[config.mk]
export PLATFORM = sky130hd
export DESIGN_NAME = i2c_reg_xfer_seq
export DESIGN_NICKNAME = d
export VERILOG_FILES = /design/src/rtl/i2c_reg_xfer_seq.sv
export SDC_FILE = /design/constraint.sdc
export NUM_CORES = 1
export LEC_CHECK = 0
export CORE_MARGIN = 4
export CORE_UTILIZATION = 50
export DETAILED_ROUTE_END_ITERATION = 10
export DONT_BUFFER_PORTS = 1
export GPL_ROUTABILITY_DRIVEN = 0
export PLACE_DENSITY_LB_ADDON = 0.12
export SETUP_SLACK_MARGIN = 0.15
export SKIP_CTS_REPAIR_TIMING = 1
export SYNTH_ARGS = -nofsm -noshare
export SYNTH_HDL_FRONTEND = slang
export SYNTH_SLANG_ARGS = --single-unit
[constraint.sdc]
create_clock -name HCLK -period 1.95 [get_ports HCLK]
set_input_delay 0.0975 -clock HCLK [delete_from_list [all_inputs] [get_ports HCLK]]
set_output_delay 0.0975 -clock HCLK [all_outputs]
set_load 0.01 [all_outputs]
[src/rtl/i2c_reg_xfer_seq.sv]
// APB master sequencer: expands single-byte I2C register read/write requests into the
// START/address/data/STOP command and STATUS polling sequence of an APB I2C master.
module i2c_reg_xfer_seq #(
    parameter int unsigned APB_ADDR_WIDTH = 12,
    parameter logic [15:0] PRESCALE       = 16'd49
) (
    input  logic                      HCLK,
    input  logic                      HRESETn,
    input  logic                      req_valid_i,
    output logic                      req_ready_o,
    input  logic                      req_write_i,
    input  logic [6:0]                req_dev_i,
    input  logic [7:0]                req_reg_i,
    input  logic [7:0]                req_wdata_i,
    output logic                      rsp_valid_o,
    output logic [7:0]                rsp_rdata_o,
    output logic [1:0]                rsp_err_o,
    output logic [APB_ADDR_WIDTH-1:0] PADDR_o,
    output logic [31:0]               PWDATA_o,
    output logic                      PWRITE_o,
    output logic                      PSEL_o,
    output logic                      PENABLE_o,
    input  logic [31:0]               PRDATA_i,
    input  logic                      PREADY_i
);
    localparam logic [APB_ADDR_WIDTH-1:0] A_PRE    = APB_ADDR_WIDTH'(8'h00);
    localparam logic [APB_ADDR_WIDTH-1:0] A_CTRL   = APB_ADDR_WIDTH'(8'h04);
    localparam logic [APB_ADDR_WIDTH-1:0] A_TX     = APB_ADDR_WIDTH'(8'h08);
    localparam logic [APB_ADDR_WIDTH-1:0] A_RX     = APB_ADDR_WIDTH'(8'h0C);
    localparam logic [APB_ADDR_WIDTH-1:0] A_CMD    = APB_ADDR_WIDTH'(8'h10);
    localparam logic [APB_ADDR_WIDTH-1:0] A_STATUS = APB_ADDR_WIDTH'(8'h14);

    typedef enum logic [3:0] {
        RST_PRE, RST_CTRL, IDLE, WR_TX, WR_CMD, POLL, RD_RX, STOP_CMD, STOP_POLL, RESP
    } state_t;

    typedef struct packed {
        logic [APB_ADDR_WIDTH-1:0] addr;
        logic [31:0]               wdata;
        logic                      write;
    } apb_t;

    state_t     state;
    logic [1:0] step;
    logic       req_wr;
    logic [6:0] req_dev;
    logic [7:0] req_reg;
    logic [7:0] req_dat;
    apb_t       apb;
    logic       psel, penable, req_ready, rsp_valid;
    logic [7:0] rsp_rdata;
    logic [1:0] rsp_err;

    logic st_rxack, st_busy, st_al, st_tip, unused_prdata;
    assign st_rxack      = PRDATA_i[7];
    assign st_busy       = PRDATA_i[6];
    assign st_al         = PRDATA_i[5];
    assign st_tip        = PRDATA_i[1];
    assign unused_prdata = ^PRDATA_i[31:8];

    function automatic logic [7:0] tx_byte(logic [1:0] stp, logic wr, logic [6:0] d,
                                           logic [7:0] r, logic [7:0] w);
        case (stp)
            2'd0:    return {d, 1'b0};
            2'd1:    return r;
            2'd2:    return wr ? w : {d, 1'b1};
            default: return 8'h00;
        endcase
    endfunction

    function automatic logic [7:0] cmd_byte(logic [1:0] stp, logic wr);
        case (stp)
            2'd0:    return 8'h91;
            2'd1:    return 8'h11;
            2'd2:    return wr ? 8'h51 : 8'h91;
            default: return 8'h69;
        endcase
    endfunction

    function automatic apb_t access_for(state_t st, logic [1:0] stp, logic wr, logic [6:0] d,
                                        logic [7:0] r, logic [7:0] w);
        apb_t a;
        a = '0;
        case (st)
            RST_PRE:   begin a.addr = A_PRE;  a.wdata = {16'h0, PRESCALE}; a.write = 1'b1; end
            RST_CTRL:  begin a.addr = A_CTRL; a.wdata = 32'h80;            a.write = 1'b1; end
            WR_TX: begin
                a.addr = A_TX; a.wdata = {24'h0, tx_byte(stp, wr, d, r, w)}; a.write = 1'b1;
            end
            WR_CMD:    begin a.addr = A_CMD; a.wdata = {24'h0, cmd_byte(stp, wr)}; a.write = 1'b1; end
            STOP_CMD:  begin a.addr = A_CMD; a.wdata = 32'h41; a.write = 1'b1; end
            POLL, STOP_POLL: a.addr = A_STATUS;
            RD_RX:     a.addr = A_RX;
            default:   a = '0;
        endcase
        return a;
    endfunction

    // Each completing access launches the next setup on the same edge, so there is no
    // idle cycle between accesses; STATUS is evaluated on the poll's completing edge.
    always_ff @(posedge HCLK or negedge HRESETn) begin
        if (!HRESETn) begin
            state     <= RST_PRE;
            step      <= 2'd0;
            req_wr    <= 1'b0;
            req_dev   <= '0;
            req_reg   <= '0;
            req_dat   <= '0;
            apb       <= '0;
            psel      <= 1'b0;
            penable   <= 1'b0;
            req_ready <= 1'b0;
            rsp_valid <= 1'b0;
            rsp_rdata <= '0;
            rsp_err   <= '0;
        end else begin
            rsp_valid <= 1'b0;
            if (psel && !penable) begin
                penable <= 1'b1;
            end else if (psel && PREADY_i) begin
                penable <= 1'b0;
                case (state)
                    RST_PRE: begin
                        state <= RST_CTRL;
                        apb   <= access_for(RST_CTRL, step, req_wr, req_dev, req_reg, req_dat);
                    end
                    RST_CTRL: begin
                        state     <= IDLE;
                        psel      <= 1'b0;
                        req_ready <= 1'b1;
                    end
                    WR_TX: begin
                        state <= WR_CMD;
                        apb   <= access_for(WR_CMD, step, req_wr, req_dev, req_reg, req_dat);
                    end
                    WR_CMD: begin
                        state <= POLL;
                        apb   <= access_for(POLL, step, req_wr, req_dev, req_reg, req_dat);
                    end
                    POLL: begin
                        if (!st_tip) begin
                            if (st_al) begin
                                state <= RESP; psel <= 1'b0; rsp_valid <= 1'b1;
                                rsp_err <= 2'b10; rsp_rdata <= 8'h00;
                            end else if (step == 2'd3) begin
                                state <= RD_RX;
                                apb   <= access_for(RD_RX, step, req_wr, req_dev, req_reg, req_dat);
                            end else if (st_rxack) begin
                                state <= STOP_CMD;
                                apb   <= access_for(STOP_CMD, step, req_wr, req_dev, req_reg,
                                                    req_dat);
                            end else if (req_wr && step == 2'd2) begin
                                state <= RESP; psel <= 1'b0; rsp_valid <= 1'b1;
                                rsp_err <= 2'b00; rsp_rdata <= 8'h00;
                            end else begin
                                step  <= step + 2'd1;
                                state <= (step == 2'd2) ? WR_CMD : WR_TX;
                                apb   <= access_for((step == 2'd2) ? WR_CMD : WR_TX, step + 2'd1,
                                                    req_wr, req_dev, req_reg, req_dat);
                            end
                        end
                    end
                    STOP_CMD: begin
                        state <= STOP_POLL;
                        apb   <= access_for(STOP_POLL, step, req_wr, req_dev, req_reg, req_dat);
                    end
                    STOP_POLL: begin
                        if (!st_busy) begin
                            state <= RESP; psel <= 1'b0; rsp_valid <= 1'b1;
                            rsp_err <= 2'b01; rsp_rdata <= 8'h00;
                        end
                    end
                    RD_RX: begin
                        state <= RESP; psel <= 1'b0; rsp_valid <= 1'b1;
                        rsp_err <= 2'b00; rsp_rdata <= PRDATA_i[7:0];
                    end
                    default: psel <= 1'b0;
                endcase
            end else if (!psel) begin
                case (state)
                    RST_PRE: begin
                        psel <= 1'b1;
                        apb  <= access_for(RST_PRE, step, req_wr, req_dev, req_reg, req_dat);
                    end
                    IDLE: begin
                        if (req_valid_i && req_ready) begin
                            req_wr    <= req_write_i;
                            req_dev   <= req_dev_i;
                            req_reg   <= req_reg_i;
                            req_dat   <= req_wdata_i;
                            req_ready <= 1'b0;
                            step      <= 2'd0;
                            state     <= WR_TX;
                            psel      <= 1'b1;
                            apb       <= access_for(WR_TX, 2'd0, req_write_i, req_dev_i,
                                                    req_reg_i, req_wdata_i);
                        end
                    end
                    RESP: begin
                        state     <= IDLE;
                        req_ready <= 1'b1;
                    end
                    default: ;
                endcase
            end
        end
    end

    assign req_ready_o = req_ready;
    assign rsp_valid_o = rsp_valid;
    assign rsp_rdata_o = rsp_rdata;
    assign rsp_err_o   = rsp_err;
    assign PADDR_o     = apb.addr;
    assign PWDATA_o    = apb.wdata;
    assign PWRITE_o    = apb.write;
    assign PSEL_o      = psel;
    assign PENABLE_o   = penable;

endmodule
After elaboration in Yosys (flattened, before gate mapping). Cells that the tools add are included.

Register bits after elaboration: 89. Bits of input ports: 60. Output and inout port bits: 59. Word-level logic and storage cells: 170.

Add/subtract/negate cells: 1. Equality and inequality tests: 45. Mux-type cells: 80. Bitwise logic cells: 3. Reductions and logical operators: 26.

Operators with widths (count): $mux 45 (8); $pmux 45 s4 (1); $pmux 8 s3 (4); $pmux 45 s2 (1); $mux 8 (8); $pmux 9 s5 (1); $mux 4 (9); $mux 2 (16); $pmux 4 s8 (1); $pmux 5 s5 (1); $mux 1 (23); $ne 3x3->1 const B (7); $eq 4x3->1 const B (4); $ne 2x2->1 const B (8); $reduce_and 8->1 (2); $reduce_and 7->1 (2); $eq 3x3->1 const B (4); $ne 4x4->1 const B (3); $reduce_and 10->1 (1); $reduce_and 5->1 (2); $ne 9x1->1 const B (1); $reduce_bool 3->1 (3); $eq 4x2->1 const B (2); $eq 4x4->1 const B (2); other kinds (23) (41).

Longest topological paths before layout.
Word-level depth: 12. Gate-level depth with buffers: 9.

Least setup slack after synthesis. Ideal clock, no wire load.

Path kind: reg-to-reg. From: reg step[0]. To: reg apb (netlist bit PADDR_o[2]). Data arrival time: 2010 ps. Setup slack: -163 ps. Stages on the path, launching flop included: 9. Period minus slack after synthesis: 2113 ps. Path through: dfrtp_1 -> inv_1 -> ha_1 -> clkbuf_1 -> and4bb_1 -> o311ai_2 -> o2111ai_2 -> buf_6 -> o41ai_2.

Cells in the longest elaborated chain, start to end: 12. Elaborated cells between the ends (all ways): 23. Those cells by class: 10 x eq/ne; 9 x mux; 4 x reduce/logical.

Ends and longest elaborated chain: from (decl) (RTL line 44) `logic [1:0] step;`; from (signal assigned) (RTL line 156) `step <= step + 2'd1;`; $eq 2x2->1 (RTL line 152, 158); $mux 3 (RTL line 158) `apb <= access_for((step == 2'd2) ? WR_CMD : WR_TX, step + 2'd1,`; $eq 3x4->1, or another cell as far along (RTL line 84) `case (st)`; $reduce_or 2->1, on equally long branches; $pmux 5 s5 (RTL line 84); $mux 45 (RTL line 152) `end else if (req_wr && step == 2'd2) begin`; $mux 45 (RTL line 148) `end else if (st_rxack) begin`; $mux 45 (RTL line 145) `end else if (step == 2'd3) begin`; $mux 45 (RTL line 142) `if (st_al) begin`; $mux 45 (RTL line 141) `if (!st_tip) begin`; $pmux 45 s4 (RTL line 122) `case (state)`; $mux 45 (RTL line 120) `end else if (psel && PREADY_i) begin`; to (signal assigned) (RTL line 125) `apb <= access_for(RST_CTRL, step, req_wr, req_dev, req_reg, req_dat);`; to (signal assigned) (RTL line 147) `apb <= access_for(RD_RX, step, req_wr, req_dev, req_reg, req_dat);`; to (signal assigned) (RTL line 150) `apb <= access_for(STOP_CMD, step, req_wr, req_dev, req_reg,`; to (decl) (RTL line 49) `apb_t apb;`.

Parallel ways exist; a longest one is shown, timed or not. The select of a mux whose other input is x is not followed. A chain may end at the register's enable or synchronous reset.

Final worst setup path.
From: reg step[1]. To: reg apb (netlist bit PWDATA_o[7]).

Cells in the longest elaborated chain, start to end: 11. Elaborated cells between the ends (all ways): 28. Those cells by class: 1 x add/sub; 10 x eq/ne; 12 x mux; 5 x reduce/logical.

Ends and longest elaborated chain: $add 2x1->2 or $eq 2x2->1 (tied branches) (RTL line 158, 72, 152); $eq 2x2->1, or another cell as far along (RTL line 63, 72); $pmux 8 s3, or another cell as far along (RTL line 72) `case (stp)`; $pmux 9 s5 (RTL line 84); $mux 45 (RTL line 152); $mux 45 (RTL line 148); $mux 45 (RTL line 145); $mux 45 (RTL line 142); $mux 45 (RTL line 141); $pmux 45 s4 (RTL line 122); $mux 45 (RTL line 120).

Parallel ways exist; a longest one is shown, timed or not. The select of a mux whose other input is x is not followed.

==> PnR_summary.wiki <==
{| class="wikitable"
! Metric !! Value
|-
| First-pass DRT Iterations || 4
|-
| Worst path cell trace || buf_6, clkinvlp_4, ha_2, a32oi_2, nor2_1, a311oi_1, o41ai_1, o31a_1
|-
| Min-Delay Endpoint || PWDATA_o[5]$_DFFE_PN0P_
|-
| Setup Viol. Count Final || 0
|-
| WP buf/inv || 2
|-
| Number of flip-flops and latches in the synthesized netlist || between 50 and 60
|-
| H-tree depth || 2
|-
| Async S/R FF share, synth || 100.0%
|-
| Number of global-route vias before repair || around 2.8k
|-
| EDFF count, synth || 0
|-
| Cell Rows || 30
|-
| Vias per std cell || 5.460
|-
| Die boundary height || 91.71 um
|-
| CORE AREA || around 6800 um2
|-
| Maximum clock skew at final layout || around 9.5 ps
|-
| Layout overhead on the synthesized area || 30.93%
|-
| Average wire per cell in the routed design || 17.45 um
|-
| Mapped cell area || 3503 um2
|-
| Startpoint of the lowest-slack register-to-register path || step[1]$_DFFE_PN0P_
|-
| Path type of the worst setup path || reg -> reg
|-
| HP Class || in -> reg
|-
| Worst vdd ir || 754.2 uV
|-
| # IOs || 119
|-
| Worst min-delay path startpoint || req_dev_i[4]
|-
| Switching portion of total power || 40.60%
|-
| Pwr dens || between 1000 and 1500 nW/um2
|-
| Internal Power || about 4.0 mW
|-
| CP arrival || 2160 ps
|-
| Max-slew violation count || 0
|-
| Total Die Area || 8410 um2
|-
| Number of cells on the worst hold path || 2
|-
| Critical-path top delay cell || sky130_fd_sc_hd__dfrtp_2
|-
| Endpoints failing hold || 1
|-
| Post-Syn Instances || 365
|-
| Result of the run || complete, but fails checks
|-
| Unrepaired setup endpoints after global routing || yes
|-
| Crit-path leading delay family || compound AO/OA/AOI/OAI gates
|-
| Global-route wire length before repair || 13920 um
|-
| Yosys warns || 0
|-
| Leak Pwr || 1.982 nW
|-
| Switching power of the nets || 2.708 mW
|-
| Post-synth top flop || sky130_fd_sc_hd__dfrtp_1
|-
| Max Fanout on Critical Path || 5
|-
| Fin util || about two thirds
|-
| Largest net degree at the start of global routing || 57
|-
| Clock tree from TritonCTS || yes
|-
| Maximum frequency from static timing analysis || 513.5 MHz
|-
| Antenna violations before repair || 0
|-
| Number of CTS-inserted buffers || 5
|-
| Type of element capturing the critical path || register
|-
| Post-layout min period || 1947 ps
|-
| All-layer global routing usage || 20.21%
|-
| Initial core utilization || 51.57%
|-
| Worst-case clock buffer depth || 2
|-
| Highest cell delay on the worst timing path || 440 ps
|-
| Fraction of power consumed by combinational cells || 56.5%
|-
| Sequential area share after synthesis || 40.00%
|-
| Setup TNS Final || 0 ps
|-
| Fraction of layout cells with a size suffix above 1 || between 30 and 40%
|-
| Violated checks || negative hold slack
|-
| Total number of nets in the final design || 502
|-
| FF-to-FF path depth || 8
|-
| Unique cell type count in the Yosys netlist || 67
|-
| Count of antenna diodes in the layout || 0
|-
| Period utilisation layout || 99.86%
|-
| Mean instance size in the synthesized netlist || approximately 9.6 um2
|-
| Worst r2r dst || PWDATA_o[7]$_DFFE_PN0P_
|-
| Clock root buffer || sky130_fd_sc_hd__clkbuf_8
|-
| Min Hold Slack || -3.175 ps
|-
| Starting DRT DRC Count || ~220
|-
| Data required time of the critical path || between 2000 and 2500 ps
|-
| Worst-case register-to-register setup slack || 3 ps
|-
| Global route overflow || 0
|-
| Antenna-violating nets left || 0
|-
| Buffers added on ports || 0
|-
| Launch point of the critical path || step[1]$_DFFE_PN0P_
|-
| DRC violation count after routing || 0
|-
| Clock sink count || 56
|-
| Proportion of power drawn by flip-flops and latches || 31.5%
|-
| Total number of vias || 2899
|-
| Total wire length after detailed routing || 9267 um
|-
| Post-DP HPWL || 6266 um
|-
| Clock power frac || a little under an eighth
|-
| Worst-skew pair later-pin latency || around 320 ps
|-
| Max cap viols || 0
|-
| Clock Pin Slew Worst Setup and Hold Paths || about 110 ps
|-
| Startpoint kind of the worst setup timing path || register
|-
| Chip width || 91.71 um
|}
-- Yosys cell counts (all sizes together) (3+ instances only) --
library cell  instances  area, um2
a222oi                4      40.04
nand3                 3      15.01
nor2                 16      70.07
o31ai                 4      30.03
o41ai                 4      50.05
nor3                  8      40.04
ha                    8      100.1
and2                  5      31.28
mux2                 32      360.3
a221o                 3      30.03
nand2                42      157.7
and4bb                3      37.53
buf                  50      344.1
dfrtp                56       1401
a211oi                6      50.05
o21ai                24      120.1
nand2b                6      37.54
a21oi                22      110.1
nor2b                 6      37.54
inv                  11      41.29
clkbuf               10      38.78
-- per-layer routing --
| metal | GRT usage [%] | vias to the layer above | wire (um) |
|---|---|---|---|
| met5 | 0 | - | 0 |
| met4 | 5.941 | 0 | 187 |
| met3 | 6.235 | 22 | 548 |
| met2 | 33.66 | 92 | 4657 |
| met1 | 25.24 | 1407 | 3873 |
| li1 | - | 1378 | - |
-- metrics by stage --
step	power, mW	area [um2]	setup slack, ps	hold WS [ps]	cells
global route	7.133	4587	-45.86	15.58	531
floorplan	4.074	3637	-25.27	-198.1	397
CTS	5.804	3839	-33.17	-546.2	482
detailed placement	5.000	3722	-17.64	-196.8	474
finish	6.670	4587	2.660	-3.175	531
global placement	4.938	3722	34.86	-196.8	474
-- power groups by stage --
stage / Combinational [mW] / Sequential, mW / Clock (mW)
global route: 4.10 / 2.17 / 0.862
floorplan: 2.13 / 1.95 / 0
global placement: 2.87 / 2.07 / 0
CTS: 2.93 / 2.06 / 0.814
finish: 3.77 / 2.10 / 0.795
detailed placement: 2.92 / 2.08 / 0
-- cell type report --
type	count	area, um2
clock buffers	5	68.82
clock inverters	3	47.55
fillers	546	2207
inverters	11	47.55
multi-input cells	270	2018
flip-flops and latches	56	1409
well taps	96	120.1
repair buffers	90	875.8
-- worst register-to-register path: stages, from the launching register on --
cell and delay [ps]:
sky130_fd_sc_hd__dfrtp_2 440, sky130_fd_sc_hd__buf_6 140, sky130_fd_sc_hd__clkinvlp_4 140, sky130_fd_sc_hd__ha_2 230
sky130_fd_sc_hd__a32oi_2 220, sky130_fd_sc_hd__nor2_1 60, sky130_fd_sc_hd__a311oi_1 240, sky130_fd_sc_hd__o41ai_1 140
sky130_fd_sc_hd__o31a_1 240
-- cells by family after synthesis --
kind of cell    after synthesis  synth area share, %
other cells                   1               0.1070
fa+ha+maj                     8                2.857
buf+inv                      71                12.11
simple gates                100                14.71
flops                        56                40.00
compound gates               95                19.39
mux                          33                10.57
xor+xnor                      1               0.2500
-- placed cells by master, fill, tap and decap left out, types with 6 or more instances in the layout --
| cell | synthesis | routed |
|---|---|---|
| sky130_fd_sc_hd__dfrtp_1 | 56 | 50 |
| sky130_fd_sc_hd__nand2_1 | 42 | 37 |
| sky130_fd_sc_hd__buf_4 | 36 | 43 |
| sky130_fd_sc_hd__conb_1 | 1 | 33 |
| sky130_fd_sc_hd__dfrtp_2 | 0 | 6 |
| sky130_fd_sc_hd__dlygate4sd3_1 | 0 | 33 |
| sky130_fd_sc_hd__buf_6 | 1 | 8 |
| sky130_fd_sc_hd__o21ai_1 | 17 | 18 |
| sky130_fd_sc_hd__inv_1 | 11 | 9 |
| sky130_fd_sc_hd__nor2_1 | 14 | 12 |
| sky130_fd_sc_hd__mux2_2 | 29 | 29 |
| sky130_fd_sc_hd__a21oi_1 | 22 | 19 |
| sky130_fd_sc_hd__nor3_1 | 8 | 8 |
-- worst max path at each step --
stage | slack [ps] | end | depth (start not counted)
floorplan | -30 | PADDR_o[2]$_DFFE_PN0P_ | 8
global placement | 30 | PWDATA_o[7]$_DFFE_PN0P_ | 6
finish | 3 | PWDATA_o[7]$_DFFE_PN0P_ | 8
detailed placement | -20 | rsp_err_o[1]$_DFFE_PN0P_ | 9
global route | -50 | PWDATA_o[7]$_DFFE_PN0P_ | 8
CTS | -30 | PWDATA_o[6]$_DFFE_PN0P_ | 7
Note: power is estimated with default switching activity, not from simulation.
